$ cat config.mk
export PLATFORM = sky130hd
export DESIGN_NAME = ccff_loader
export DESIGN_NICKNAME = d
export VERILOG_FILES = /design/src/rtl/ccff_pkg.sv /design/src/rtl/ccff_piso.sv /design/src/rtl/ccff_loader.sv
export SDC_FILE = /design/constraint.sdc
export NUM_CORES = 1
export LEC_CHECK = 0
export CAP_MARGIN = 20
export CORE_MARGIN = 5
export CORE_UTILIZATION = 55
export CTS_CLUSTER_SIZE = 40
export DETAILED_ROUTE_END_ITERATION = 7
export GPL_TIMING_DRIVEN = 0
export PLACE_DENSITY = 0.83
export SYNTH_ARGS = -nofsm -noshare
export SYNTH_HDL_FRONTEND = slang
export SYNTH_SLANG_ARGS = --single-unit
$ cat constraint.sdc
create_clock -name prog_clk -period 2.91 [get_ports prog_clk]
set_clock_uncertainty 0.1 [all_clocks]
set_input_delay 0.873 -clock prog_clk [delete_from_list [all_inputs] [get_ports prog_clk]]
set_output_delay 0.873 -clock prog_clk [all_outputs]
set_load 0.1 [all_outputs]
$ cat src/rtl/ccff_pkg.sv
// ccff_pkg: types and constants shared by the configuration-chain loader.
//   ccff_state_e : loader FSM state encoding
//   CCFF_WORD_W  : default host word width in bits
package ccff_pkg;

    localparam int CCFF_WORD_W = 8;

    typedef enum logic [1:0] {
        ST_IDLE  = 2'd0,
        ST_FETCH = 2'd1,
        ST_SHIFT = 2'd2,
        ST_DONE  = 2'd3
    } ccff_state_e;

endpackage

$ cat src/rtl/ccff_piso.sv
// ccff_piso: parallel-load, right-shift word register feeding the serial chain.
//   prog_clk : clock (rising edge)
//   pReset   : synchronous active-low reset, clears the register
//   load     : capture d (has priority over shift)
//   shift    : shift right by one, zero fill from the top
//   d        : parallel word in
//   q        : current LSB, the next bit to go out
module ccff_piso
    import ccff_pkg::*;
#(
    parameter int WORD_W = CCFF_WORD_W
) (
    input  logic              prog_clk,
    input  logic              pReset,
    input  logic              load,
    input  logic              shift,
    input  logic [WORD_W-1:0] d,
    output logic              q
);

    logic [WORD_W-1:0] sr;

    always_ff @(posedge prog_clk) begin
        if (!pReset)
            sr <= '0;
        else if (load)
            sr <= d;
        else if (shift)
            sr <= {1'b0, sr[WORD_W-1:1]};
    end

    assign q = sr[0];

endmodule

$ cat src/rtl/ccff_loader.sv
// ccff_loader: accepts host words and serialises them LSB first into a
// configuration flip-flop chain of CHAIN_LEN bits.
//   prog_clk  : clock (rising edge)
//   pReset    : synchronous active-low reset
//   start     : begin a load (honoured only when idle)
//   abort     : terminate an in-progress load
//   cfg_valid : host word valid
//   cfg_data  : host word
//   cfg_ready : loader takes a word this cycle
//   ccff_head : serial bit into the first tile
//   ccff_tail : bit back from the last tile, monitored only
//   shift_en  : chain advances on this edge
//   busy      : not idle
//   done      : one-cycle pulse on successful completion
//   aborted   : one-cycle pulse after an abort
module ccff_loader
    import ccff_pkg::*;
#(
    parameter int CHAIN_LEN = 64,
    parameter int WORD_W    = CCFF_WORD_W
) (
    input  logic              prog_clk,
    input  logic              pReset,
    input  logic              start,
    input  logic              abort,
    input  logic              cfg_valid,
    input  logic [WORD_W-1:0] cfg_data,
    output logic              cfg_ready,
    output logic              ccff_head,
    input  logic              ccff_tail,
    output logic              shift_en,
    output logic              busy,
    output logic              done,
    output logic              aborted
);

    // Total-bit counter must hold CHAIN_LEN itself; the per-word counter
    // only ever reaches WORD_W-1 before the FSM leaves SHIFT.
    localparam int CW  = $clog2(CHAIN_LEN + 1);
    localparam int WCW = $clog2(WORD_W);

    ccff_state_e    state, state_nxt;
    logic [CW-1:0]  bit_cnt, bit_cnt_nxt;
    logic [WCW-1:0] word_bits, word_bits_nxt;
    logic           aborted_q, aborted_nxt;
    logic           piso_load, piso_shift, piso_q;

    // The tail is observed by external monitors only.
    logic unused_tail;
    assign unused_tail = ccff_tail;

    ccff_piso #(.WORD_W(WORD_W)) u_piso (
        .prog_clk (prog_clk),
        .pReset   (pReset),
        .load     (piso_load),
        .shift    (piso_shift),
        .d        (cfg_data),
        .q        (piso_q)
    );

    always_ff @(posedge prog_clk) begin
        if (!pReset) begin
            state     <= ST_IDLE;
            bit_cnt   <= '0;
            word_bits <= '0;
            aborted_q <= 1'b0;
        end else begin
            state     <= state_nxt;
            bit_cnt   <= bit_cnt_nxt;
            word_bits <= word_bits_nxt;
            aborted_q <= aborted_nxt;
        end
    end

    always_comb begin
        state_nxt     = state;
        bit_cnt_nxt   = bit_cnt;
        word_bits_nxt = word_bits;
        aborted_nxt   = 1'b0;
        piso_load     = 1'b0;
        piso_shift    = 1'b0;
        cfg_ready     = 1'b0;
        shift_en      = 1'b0;
        ccff_head     = 1'b0;
        done          = 1'b0;

        case (state)
            ST_IDLE: begin
                if (start) begin
                    state_nxt   = ST_FETCH;
                    bit_cnt_nxt = '0;
                end
            end

            ST_FETCH: begin
                cfg_ready = 1'b1;
                // Abort wins over a coincident handshake: the word is dropped.
                if (abort) begin
                    state_nxt   = ST_IDLE;
                    aborted_nxt = 1'b1;
                end else if (cfg_valid) begin
                    piso_load     = 1'b1;
                    word_bits_nxt = '0;
                    state_nxt     = ST_SHIFT;
                end
            end

            ST_SHIFT: begin
                // shift_en/ccff_head still go out on an abort cycle; only the
                // loader's own state stops advancing.
                shift_en  = 1'b1;
                ccff_head = piso_q;
                if (abort) begin
                    state_nxt   = ST_IDLE;
                    aborted_nxt = 1'b1;
                end else begin
                    piso_shift    = 1'b1;
                    bit_cnt_nxt   = bit_cnt + CW'(1);
                    word_bits_nxt = word_bits + WCW'(1);
                    // Chain length ends the load even mid-word; leftover bits
                    // of the last word are simply never sent.
                    if (bit_cnt == CW'(CHAIN_LEN - 1))
                        state_nxt = ST_DONE;
                    else if (word_bits == WCW'(WORD_W - 1))
                        state_nxt = ST_FETCH;
                end
            end

            ST_DONE: begin
                done      = 1'b1;
                state_nxt = ST_IDLE;
            end

            default: state_nxt = ST_IDLE;
        endcase
    end

    assign busy    = (state != ST_IDLE);
    assign aborted = aborted_q;

endmodule

==> metrics.txt <==
# TYPE chip_impl_metric gauge
chip_impl_metric{name="cts-root-to-sink-buffers",unit=""} 2
chip_impl_metric{name="portion_of_the_clock_cycle_consumed_by_the_worst_path_in_the_final_layout",unit="%"} 93.6
chip_impl_info{name="hold_path_startpoint",value="bit_cnt[1]"} 1
chip_impl_metric{name="drcViolationCount",unit=""} 0
chip_impl_info{name="top_count_cell_post_synth",value="dfxtp_1"} 1
chip_impl_info{name="synth_top_area_cell",value="dfxtp_1"} 1
chip_impl_metric{name="placed_wire_length_estimate_after_detailed_placement",unit="um"} 1840
chip_impl_metric{name="synth_area_per_cell",unit="sq um"} 8.59
chip_impl_metric{name="grt_use_total",unit="%"} 16.8
chip_impl_metric{name="routed-via-count",unit=""} 998
chip_impl_metric{name="floorplan.initialDensity",unit="%"} 58.5
chip_impl_info{name="cts_root_buffer",value="clkbuf_4"} 1
chip_impl_metric{name="numPlacedInstances",unit=""} 180
chip_impl_info{name="tritoncts",value="done"} 1
chip_impl_metric{name="route.detailed.vias_per_inst",unit=""} 5.42
chip_impl_metric{name="pwrdens",unit="nW/um^2"} 423
chip_impl_metric{name="synth.yosys.seq_area_share",unit="%"} 36.2
chip_impl_info{name="rr_endpoint",value="bit_cnt[2]"} 1
chip_impl_metric{name="postPlaceCellArea",unit="sq um"} 1380
chip_impl_info{name="synth_area_leaders",value="dfxtp_1 36%, ha_1 8.6%, o211a_1 6.9%"} 1
chip_impl_metric{name="routed_length_per_placed_instance",unit="um"} 12.8
chip_impl_metric{name="design.final.nets",unit=""} 180
chip_impl_metric{name="critical_path_required",unit="ps"} 1940
chip_impl_metric{name="post_synth_inst_count",unit=""} 135
chip_impl_metric{name="io_buffers",unit=""} 18
chip_impl_info{name="criticalPathCategory",value="reg -> out"} 1
chip_impl_metric{name="synthesis.area",unit="sq um"} 1160
chip_impl_metric{name="synth_top_area_share",unit="%"} 36.2
chip_impl_info{name="grt_setup_unrepaired",value="false"} 1
chip_impl_metric{name="synth_fp_nets",unit=""} 157
chip_impl_metric{name="post_route_cells_drive_above_1_share",unit="%"} 10.2
chip_impl_metric{name="chipHeight",unit="um"} 55.9
chip_impl_info{name="worstHoldEndpoint",value="bit_cnt[1]"} 1
chip_impl_metric{name="ys.warnings.count",unit=""} 0
chip_impl_metric{name="r2r_cells",unit=""} 7
chip_impl_metric{name="finalInstanceArea",unit="sq um"} 1400
chip_impl_metric{name="max_stage_delay",unit="ps"} 550
chip_impl_metric{name="design.core.area",unit="sq um"} 1980
chip_impl_metric{name="stdcell_count",unit=""} 184
chip_impl_metric{name="critPathArrivalTime",unit="ps"} 1750
chip_impl_metric{name="detailedRoute.firstPassIterationCount",unit=""} 4
chip_impl_metric{name="reg2reg_setup_slack",unit="ps"} 1090
chip_impl_metric{name="critical_path.max_fanout",unit=""} 10
chip_impl_metric{name="gr-total-overflow",unit=""} 0
chip_impl_metric{name="insertion_delay",unit="ps"} 300
chip_impl_metric{name="leakage",unit="nW"} 0.598
chip_impl_info{name="outcome",value="finished, final reports clean"} 1
chip_impl_metric{name="clock.fmax",unit="GHz"} 0.367
chip_impl_info{name="critical_path.reg2reg.startpoint",value="state[0]"} 1
chip_impl_metric{name="clock_sinks",unit=""} 21
chip_impl_metric{name="design.die.area",unit="sq um"} 3130
chip_impl_metric{name="antenna_cells",unit=""} 0
chip_impl_metric{name="cts_setup_buffers",unit=""} 0
chip_impl_info{name="synth_common_cells",value="21 x dfxtp_1, 18 x nand2_1, 14 x nand3_1, 8 x ha_1, 8 x o211a_1"} 1
chip_impl_metric{name="timing.max_cap.violations",unit=""} 0
chip_impl_metric{name="via_count_of_the_first_global_routing_pass",unit=""} 998
chip_impl_metric{name="finalCriticalPeriod",unit="ps"} 2720
chip_impl_metric{name="rows",unit=""} 16
chip_impl_info{name="crit_chain",value="inv_1, ha_2, and2_1, clkdlybuf4s15_2"} 1
chip_impl_info{name="worstSetupStartpointType",value="flip-flop"} 1
chip_impl_metric{name="ys_ff_latch",unit=""} 21
chip_impl_info{name="hold_path_class",value="reg -> reg"} 1
chip_impl_metric{name="globalplace.congestion",unit=""} 0.892
chip_impl_metric{name="floorplan.io_pins",unit=""} 20
chip_impl_info{name="timing.critical_path.max_delay_family",value="buffers and inverters"} 1
chip_impl_metric{name="route.final.wire_length",unit="um"} 2360
chip_impl_metric{name="hold_viol_final",unit=""} 0
chip_impl_metric{name="flow.area_growth_from_synthesis",unit="%"} 20.3
chip_impl_metric{name="vdd_ir_drop_max",unit="uV"} 368
chip_impl_metric{name="grt_antenna_before_repair",unit=""} 0
chip_impl_metric{name="cts_made_buffers",unit=""} 3
chip_impl_metric{name="worst-path-buf-inv",unit=""} 2
chip_impl_metric{name="grt_max_degree",unit=""} 13
chip_impl_metric{name="hold_depth",unit=""} 2
chip_impl_metric{name="setup_violations",unit=""} 0
chip_impl_info{name="synth_flop_cell",value="dfxtp_1"} 1
chip_impl_metric{name="synth_enable_flop_cells",unit=""} 0
chip_impl_info{name="critPathSlowestCell",value="clkdlybuf4s15_2"} 1
chip_impl_metric{name="drtAntennaViolNets",unit=""} 0
chip_impl_metric{name="worst_slew_margin_rel",unit="%"} 35.7
chip_impl_metric{name="path_clk_slew",unit="ps"} 130
chip_impl_metric{name="htree_levels",unit=""} 1
chip_impl_metric{name="die_w",unit="um"} 55.9
chip_impl_info{name="setup.worst_path.end_class",value="output port"} 1
chip_impl_metric{name="synth.lib_cells_used.distinct",unit=""} 30
chip_impl_metric{name="asyncSetResetFlopFracSynth",unit="%"} 0
chip_impl_metric{name="timing_max_transition_violations_final",unit=""} 0
chip_impl_metric{name="first_pass_grt_wire_length",unit="um"} 4370
chip_impl_metric{name="drtIter0Drc",unit=""} 12
chip_impl_metric{name="timing_worst_slew_pin_value",unit="ps"} 961
-- metrics by stage --
step	worst slack [ps]	setup TNS, ps	hold WS [ps]	power [mW]	util (%)
after floorplan	104	0	381	0.416	-
after global placement	-63.3	-63.3	400	0.456	69.4
after detailed placement	-66.9	-69.1	407	0.459	69.4
after CTS	13.7	0	427	0.595	70.8
after global routing	57.8	0	466	0.625	70.4
final	186	0	422	0.590	70.4
-- sequential cells by signal, summed over array words and instances, names as in the netlist --
name	cells
word_bits	3
bit_cnt	7
state	2
aborted	1
u_piso.sr	8
-- worst max path at each step --
stage | slack (ps) | startpoint | endpoint | cells past startpoint
after floorplan | 100 | state[0] | ccff_head | 3
after global placement | -60 | state[0] | ccff_head | 4
after detailed placement | -70 | state[0] | ccff_head | 4
after CTS | 10 | state[1] | cfg_ready | 3
after global routing | 60 | state[0] | ccff_head | 4
final | 190 | state[0] | ccff_head | 4
-- power by group --
group	internal, mW	switching (mW)	total (mW)
Sequential	0.297	0.00626	0.304
Combinational	0.0509	0.0954	0.146
Clock	0.0511	0.0894	0.140
-- timing repair --
item / CTS / global route
hold buffers: 0 / 0
gates resized for setup: 10 / 3
setup endpoints to repair: 5 / 2
hold endpoints to repair: 0 / 0
gates cloned: 0 / 0
-- worst register-to-register path: stages (launching register included) --
cell      delay (ps)
dfxtp_1          400
inv_1            100
ha_1             250
nor2b_1          140
buf_2            180
a211oi_1         320
xnor2_1          180
nor2_1            60
-- cells by family after synthesis --
family / Yosys count / synth area share, %
AO/OA/AOI/OAI: 24 / 17.9
XOR/XNOR: 4 / 3.02
adder cells (fa/ha/maj): 8 / 8.63
buffers and inverters: 13 / 4.64
flip-flops: 21 / 36.2
multiplexers: 3 / 2.59
AND/OR/NAND/NOR: 62 / 27.0
-- cell usage in the layout (no fill, tap or decap), types with 2 or more instances in the layout --
cell type,synthesis,layout
dfxtp_1,21,21
nand2_1,18,18
nand3_1,14,14
clkdlybuf4s50_1,0,13
o211a_1,8,8
nor2_1,7,7
ha_1,8,7
inv_1,6,6
nor2b_1,6,6
and2_1,4,4
buf_2,4,4
xnor2_1,4,4
clkbuf_1,3,3
nand2b_1,3,3
o21ai_0,3,3
mux2i_1,3,3
a211oi_1,3,3
clkbuf_4,0,3
nand3b_1,2,2
nor3_1,2,2
and3_1,2,2
o21a_1,2,2
o22ai_1,2,2
a21oi_1,2,2
clkdlybuf4s15_2,0,2
clkbuf_2,0,2
-- layer usage --
layer	GRT usage, %	vias up	routed length (um)
li1	-	511	-
met1	19.3	464	1000
met2	31.4	21	1250
met3	3.02	2	96
met4	4.41	0	10
met5	0	-	0
-- final cells by class --
type | instances | area [sq um]
buffer | 7 | 31.3
clock buffer | 3 | 22.5
clock inverter | 1 | 5.00
fill | 155 | 587
inverter | 6 | 22.5
multi-input combinational | 101 | 688
sequential | 21 | 420
tap | 27 | 33.8
timing repair buffer | 18 | 171
(Power assumes the default switching activity.)
